`src/rtl/tdc_pulse_pair_gen.sv`:
```
// rtl/tdc_pulse_pair_gen.sv - START/STOP pulse pair generator for TDC stimulus
module tdc_pulse_pair_gen #(
   parameter int CNT_W = 16,
   parameter int PW_W  = 8
) (
   input  logic             clk,
   input  logic             rst,
   input  logic             enable,
   input  logic             arm,
   input  logic [CNT_W-1:0] delay_cycles,
   input  logic [PW_W-1:0]  pulse_width,
   input  logic [CNT_W-1:0] period_cycles,
   input  logic [CNT_W-1:0] burst_count,
   output logic             tdc_start,
   output logic             tdc_stop,
   output logic             busy,
   output logic             done,
   output logic             cfg_error,
   output logic [31:0]      pairs_sent
);

   // Phase arithmetic is one bit wider than the fields so D+W+1 never overflows.
   localparam int TW = CNT_W + 1;

   typedef enum logic {S_IDLE, S_RUN} state_t;

   state_t            r_state;
   logic [TW-1:0]     r_t;
   logic [TW-1:0]     r_d;
   logic [TW-1:0]     r_w;
   logic [TW-1:0]     r_dw;
   logic [TW-1:0]     r_p;
   logic [CNT_W-1:0]  r_b;
   logic [CNT_W-1:0]  r_pair_cnt;
   logic              r_start;
   logic              r_stop;
   logic              r_busy;
   logic              r_done;
   logic              r_cfg_error;
   logic [31:0]       r_pairs_sent;

   // Configuration as seen at arm time: zero width counts as one cycle.
   logic [TW-1:0]     w_d_ext;
   logic [TW-1:0]     w_w_eff;
   logic [TW-1:0]     w_p_ext;
   logic [TW-1:0]     w_d_plus_w;
   logic [TW-1:0]     w_min_p;
   logic              w_cfg_ok;
   logic              w_accept;

   assign w_d_ext    = {1'b0, delay_cycles};
   assign w_w_eff    = (pulse_width == '0) ? TW'(1) : TW'(pulse_width);
   assign w_p_ext    = {1'b0, period_cycles};
   assign w_d_plus_w = w_d_ext + w_w_eff;
   assign w_min_p    = w_d_plus_w + TW'(1);
   assign w_cfg_ok   = (w_d_ext >= w_w_eff) && (w_p_ext >= w_min_p);
   assign w_accept   = (r_state == S_IDLE) && enable && arm;

   // Running phase: outputs are registered from the phase value being loaded.
   logic [TW-1:0]     w_t_next;
   logic              w_wrap;
   logic              w_last;
   logic              w_start_next;
   logic              w_stop_next;
   logic              w_stop_fall;

   assign w_wrap       = (r_t == (r_p - TW'(1)));
   assign w_last       = (r_b != '0) && (r_pair_cnt == r_b);
   assign w_t_next     = w_wrap ? '0 : (r_t + TW'(1));
   assign w_start_next = (w_t_next < r_w);
   assign w_stop_next  = (w_t_next >= r_d) && (w_t_next < r_dw);
   assign w_stop_fall  = r_stop && !w_stop_next;

   assign tdc_start  = r_start;
   assign tdc_stop   = r_stop;
   assign busy       = r_busy;
   assign done       = r_done;
   assign cfg_error  = r_cfg_error;
   assign pairs_sent = r_pairs_sent;

   // Control FSM with all outputs registered.
   always_ff @(posedge clk or posedge rst) begin
      if (rst) begin
         r_state      <= S_IDLE;
         r_t          <= '0;
         r_d          <= '0;
         r_w          <= '0;
         r_dw         <= '0;
         r_p          <= '0;
         r_b          <= '0;
         r_pair_cnt   <= '0;
         r_start      <= 1'b0;
         r_stop       <= 1'b0;
         r_busy       <= 1'b0;
         r_done       <= 1'b0;
         r_cfg_error  <= 1'b0;
         r_pairs_sent <= '0;
      end else begin
         r_done <= 1'b0;
         case (r_state)
            S_IDLE: begin
               if (w_accept) begin
                  if (w_cfg_ok) begin
                     // First START rises on the accepting edge; D>=W>=1 keeps STOP low at t=0.
                     r_state      <= S_RUN;
                     r_t          <= '0;
                     r_d          <= w_d_ext;
                     r_w          <= w_w_eff;
                     r_dw         <= w_d_plus_w;
                     r_p          <= w_p_ext;
                     r_b          <= burst_count;
                     r_pair_cnt   <= '0;
                     r_pairs_sent <= '0;
                     r_start      <= 1'b1;
                     r_stop       <= 1'b0;
                     r_busy       <= 1'b1;
                     r_cfg_error  <= 1'b0;
                  end else begin
                     r_cfg_error  <= 1'b1;
                  end
               end
            end
            S_RUN: begin
               if (!enable) begin
                  // Abort: no done, pair count frozen even if STOP is cut short.
                  r_state <= S_IDLE;
                  r_t     <= '0;
                  r_start <= 1'b0;
                  r_stop  <= 1'b0;
                  r_busy  <= 1'b0;
               end else if (w_wrap && w_last) begin
                  r_state <= S_IDLE;
                  r_t     <= '0;
                  r_start <= 1'b0;
                  r_stop  <= 1'b0;
                  r_busy  <= 1'b0;
                  r_done  <= 1'b1;
               end else begin
                  r_t     <= w_t_next;
                  r_start <= w_start_next;
                  r_stop  <= w_stop_next;
                  if (w_stop_fall) begin
                     r_pairs_sent <= r_pairs_sent + 32'd1;
                     r_pair_cnt   <= r_pair_cnt + CNT_W'(1);
                  end
               end
            end
            default: begin
               r_state <= S_IDLE;
               r_start <= 1'b0;
               r_stop  <= 1'b0;
               r_busy  <= 1'b0;
            end
         endcase
      end
   end

endmodule

```
`config.mk`:
```
export PLATFORM = sky130hd
export DESIGN_NAME = tdc_pulse_pair_gen
export DESIGN_NICKNAME = d
export VERILOG_FILES = /design/src/rtl/tdc_pulse_pair_gen.sv
export SDC_FILE = /design/constraint.sdc
export NUM_CORES = 1
export LEC_CHECK = 0
export CAP_MARGIN = 40
export CELL_PAD_IN_SITES_DETAIL_PLACEMENT = 0
export CELL_PAD_IN_SITES_GLOBAL_PLACEMENT = 1
export CORE_AREA = 2 2 155 157
export CTS_CLUSTER_SIZE = 12
export DETAILED_ROUTE_END_ITERATION = 8
export DIE_AREA = 0 0 157 159
export GPL_TIMING_DRIVEN = 0
export HOLD_SLACK_MARGIN = 0.05
export PLACE_DENSITY = 0.93
export SLEW_MARGIN = 15
export SYNTH_ARGS = -nofsm -noshare
export SYNTH_HDL_FRONTEND = slang
export SYNTH_SLANG_ARGS = --single-unit
```
`constraint.sdc`:
```
create_clock -name clk -period 7.3 [get_ports clk]
set_input_delay 1.095 -clock clk [delete_from_list [all_inputs] [get_ports clk]]
set_output_delay 1.095 -clock clk [all_outputs]
set_load 0.005 [all_outputs]
```
==> results.md <==
* Synth Register Bits at 144
* Area Overhead vs Synth at 19.5%
* Synth Area in XOR/XNOR at 0.0610
* # port buffers at 95
* Critical Path AT at between 7 and 8 ns
* Clock tree buffer depth at 2
* Count leader, synth: dfrtp_1
* Mean number of vias per cell at between 5 and 6
* Largest family of logic cells by synthesized area: simple AND/OR/NAND/NOR gates
* Iteration-0 DRC Markers at around 650
* DRT antenna net count at 0
* Initial antenna violation count at 0
* WL/cell at around 18 µm
* Post-Syn Area at between 10000 and 15000 µm²
* P_sw at between 1000 and 1500 µW
* Core Util, Final at 0.547
* Peak VDD IR at approximately 0.15 mV
* PD cells at ~220 nW/µm²
* Min-Delay Endpoint: busy$_DFFE_PP0P_
* Seq pwr share at 0.391
* DRC viols at 0
* Vias in the first global route at 8996
* Total CTS buffers at 17
* Met3 wire len at approximately 1.1 mm
* HP Start: busy$_DFFE_PP0P_
* Final HPWL DP at between 20 and 25 mm
* Critical path peak fanout at 10
* Worst R2R Path Depth at 25
* Maxcap violations at 0
* Top cell type's share of synthesized area at 0.339
* Sw Ratio at 0.353
* Total track usage at 0.233
* Max-slew headroom at 0.386
* Syn_nets at roughly 1300
* Sink Count at ~140
* Post-synthesis instance total at between 1000 and 1500
* Worst-skew pair later-pin latency at roughly 0.44 ns
* Final Critical Period at roughly 7 ns
* Core area at between 20000 and 25000 µm²
* Post-synth EDFFs at 0
* Clock share of power at 0.298
* Multiplexer share of the synthesized area at 0.0942
* Detailed Route WL at about 29 mm
* RSZ-0062 raised after global routing: no
* Layout cells sized above 1 at 0.132
* Top FF cell, synth: dfrtp_1
* CP Class: in2reg
* Inserted Diodes at 0
* Power Internal at 1840 µW
* Logic pwr share at 0.311
* Number of H-tree levels at 4
* Critical Path RT at between 7 and 8 ns
* Hold depth at 2
* Non-filler cells, final at ~1600
* # setup viols final at 0
* GRT overflow at 0
* Origin of the critical flop-to-flop path: r_p[0]$_DFFE_PP0P_
* Hold Path Class: reg2reg
* Synth Warn # at 0
* TritonCTS clock tree: built
* Clock skew at approximately 0.015 ns
* Startpoint Class: input pin
* Leakage Power at between 0.005 and 0.006 µW
* Met2 WL at ~13 mm
* Post-Syn Area per Cell at between 9 and 10 µm²
* Die Wd at about 160 µm
* Rows at 56
* Count of cell types in the netlist at between 70 and 80
* Full die area at between 20000 and 25000 µm²
* TritonRoute pass-1 iters at 6
* Simple-gate area share of the yosys netlist at 0.194
* Reg-to-Reg End: r_pair_cnt[14]$_DFFE_PP0P_
* Sequential share of the synthesized area at 0.339
* Largest net degree at the start of global routing at 92
* I/O Pins at 97
* Via Count at between 9000 and 10000
* Fmax at 143 MHz
* Top Layer Used: met4
* Tightest Pin Transition at around 0.92 ns
* Slew Viols, Final at 0
* Worst Setup End Kind: flop
* Final Hold Violating Endpoints at 0
* First-pass GRT wire length at approximately 47 mm
* Compound-Gate Fraction of Synth Area at 0.165
* Final nets at around 1400
* Root buffer cell: clkbuf_16
* CTS clk-pin slew, worst paths at 0.06 ns
* Dominant cells by area after synthesis: dfrtp_1 (34%), ha_1 (8.7%), mux2_2 (5.0%)
* Period utilisation layout at 0.955
* Starting Density at 0.458
* Number of hold buffers added after CTS at 0
* Die Span Y at ~160 µm
* GPL Wtd Cong at just under 0.9
* Placed Cells at 1573
* Post-synthesis adder-cell area fraction at 0.0891
* Leading area contributor after synthesis: dfrtp_1
* Slack of the worst reg-to-reg path at around 0.74 ns
* Metal-1 WL at between 10 and 15 mm
* Post-synth ARST share at 1.00
* Outcome: completed
* Post-synth top cells: dfrtp_1 (144), nand2_1 (119), inv_1 (80)
## cells by family (layout without fill, tap and decap cells)
group / Yosys count / in the layout
AND/OR/NAND/NOR: 397 / 397
AO/OA/AOI/OAI: 227 / 227
flip-flops: 144 / 144
buffers and inverters: 144 / 277
multiplexers: 94 / 94
adder cells (fa/ha/maj): 75 / 75
XOR/XNOR: 74 / 74
## worst max-delay path: stages
cell and delay (ns):
clkdlybuf4s50_1 0.49, nor4_2 0.30, a41o_1 0.22, ha_1 0.18
fa_1 0.21, nand2b_1 0.12, a221oi_4 0.34, o211a_1 0.18
a2111oi_1 0.05, buf_2 0.18, or4_4 0.47, nor4_4 0.29
o21ai_0 0.15, xor2_1 0.39, ha_1 0.33, a21o_1 0.18
a21o_1 0.16, a21oi_1 0.13, o21ai_0 0.13, a211oi_2 0.30
a311oi_1 0.10, buf_2 0.19, nand3_1 0.20, buf_4 0.24
buf_4 0.26, mux2_2 0.36
## layout by cell type, fill, tap and decap left out, types with 18 or more instances in the layout
cell / netlist / routed
o21ai_0: 53 / 53
nor2_1: 54 / 53
mux2_2: 47 / 47
ha_1: 74 / 74
nand4_1: 22 / 22
xnor2_1: 44 / 44
a2111oi_2: 22 / 22
clkbuf_1: 31 / 28
dfrtp_1: 144 / 144
mux2i_1: 47 / 47
a21o_1: 26 / 26
clkdlybuf4s50_1: 0 / 95
nor3_1: 18 / 18
xor2_1: 30 / 29
nand2b_1: 49 / 49
nand2_1: 119 / 119
inv_1: 80 / 79
a21oi_1: 27 / 26
nand3_1: 54 / 54
a211oi_1: 22 / 20
## layer usage
layer  vias up  global-route usage
li1       4382                   -
met2       224               0.369
met3        52              0.0367
met4         0              0.0788
met1      4468               0.325
met5         -                   0
## power by group through the flow
| stage | Sequential, µW | Combinational [µW] | Clock (µW) |
|---|---|---|---|
| 5_1_grt | 1130 | 987 | 890 |
| 3_3_place_gp | 1110 | 834 | 0 |
| 3_5_place_dp | 1120 | 861 | 0 |
| 6_report | 1110 | 884 | 848 |
| 4_1_cts | 1110 | 877 | 855 |
| 2_1_floorplan | 1070 | 635 | 0 |
## worst max-delay path by stage
stage / depth (start not counted) / slack (ns) / to / startpoint
after global routing: 26 / 0.08 / r_w[5]$_DFFE_PP0P_ / pulse_width[6]
after detailed placement: 27 / -0.89 / r_d[13]$_DFFE_PP0P_ / pulse_width[6]
after CTS: 26 / 0.01 / r_b[0]$_DFFE_PP0P_ / pulse_width[6]
after global placement: 24 / -0.95 / r_t[4]$_DFFE_PP0P_ / pulse_width[6]
final: 26 / 0.33 / r_p[4]$_DFFE_PP0P_ / pulse_width[6]
after floorplan: 24 / 1.18 / pairs_sent[20]$_DFFE_PP0P_ / pulse_width[6]
## flip-flops by register name, indices dropped and copies added, names as in the netlist
register and count:
r_b 16, tdc_start 1, busy 1, r_state 1, tdc_stop 1, r_dw 17, pairs_sent 32, r_pair_cnt 16
done 1, r_d 16, r_w 8, r_p 16, cfg_error 1, r_t 17
## layout make-up
class | count | area (µm²)
flip-flops and latches | 144 | 3600
repair buffers | 102 | 1020
clock inverters | 13 | 128
plain buffers | 62 | 319
inverters | 81 | 312
clock buffers | 19 | 443
fillers | 2053 | 10500
multi-input cells | 867 | 6460
well taps | 319 | 399
## through the flow
stage | TNS (ns) | total power [µW] | setup WS (ns) | instance area, µm² | hold slack, ns
global route | 0 | 3010 | 0.0760 | 12700 | 0.509
detailed placement | -92.23 | 1980 | -0.890 | 12000 | 0.470
global placement | -112.31 | 1950 | -0.950 | 12000 | 0.460
floorplan | 0 | 1710 | 1.18 | 10600 | 0.450
CTS | 0 | 2840 | 0.0139 | 12600 | 0.484
finish | 0 | 2840 | 0.327 | 12700 | 0.479
## timing repair
item | CTS | global route
pin swaps | 0 | 3
setup buffers | 0 | 3
resized for setup | 9 | 15
endpoints found under the setup margin | 134 | 129
(Power assumes the default switching activity.)
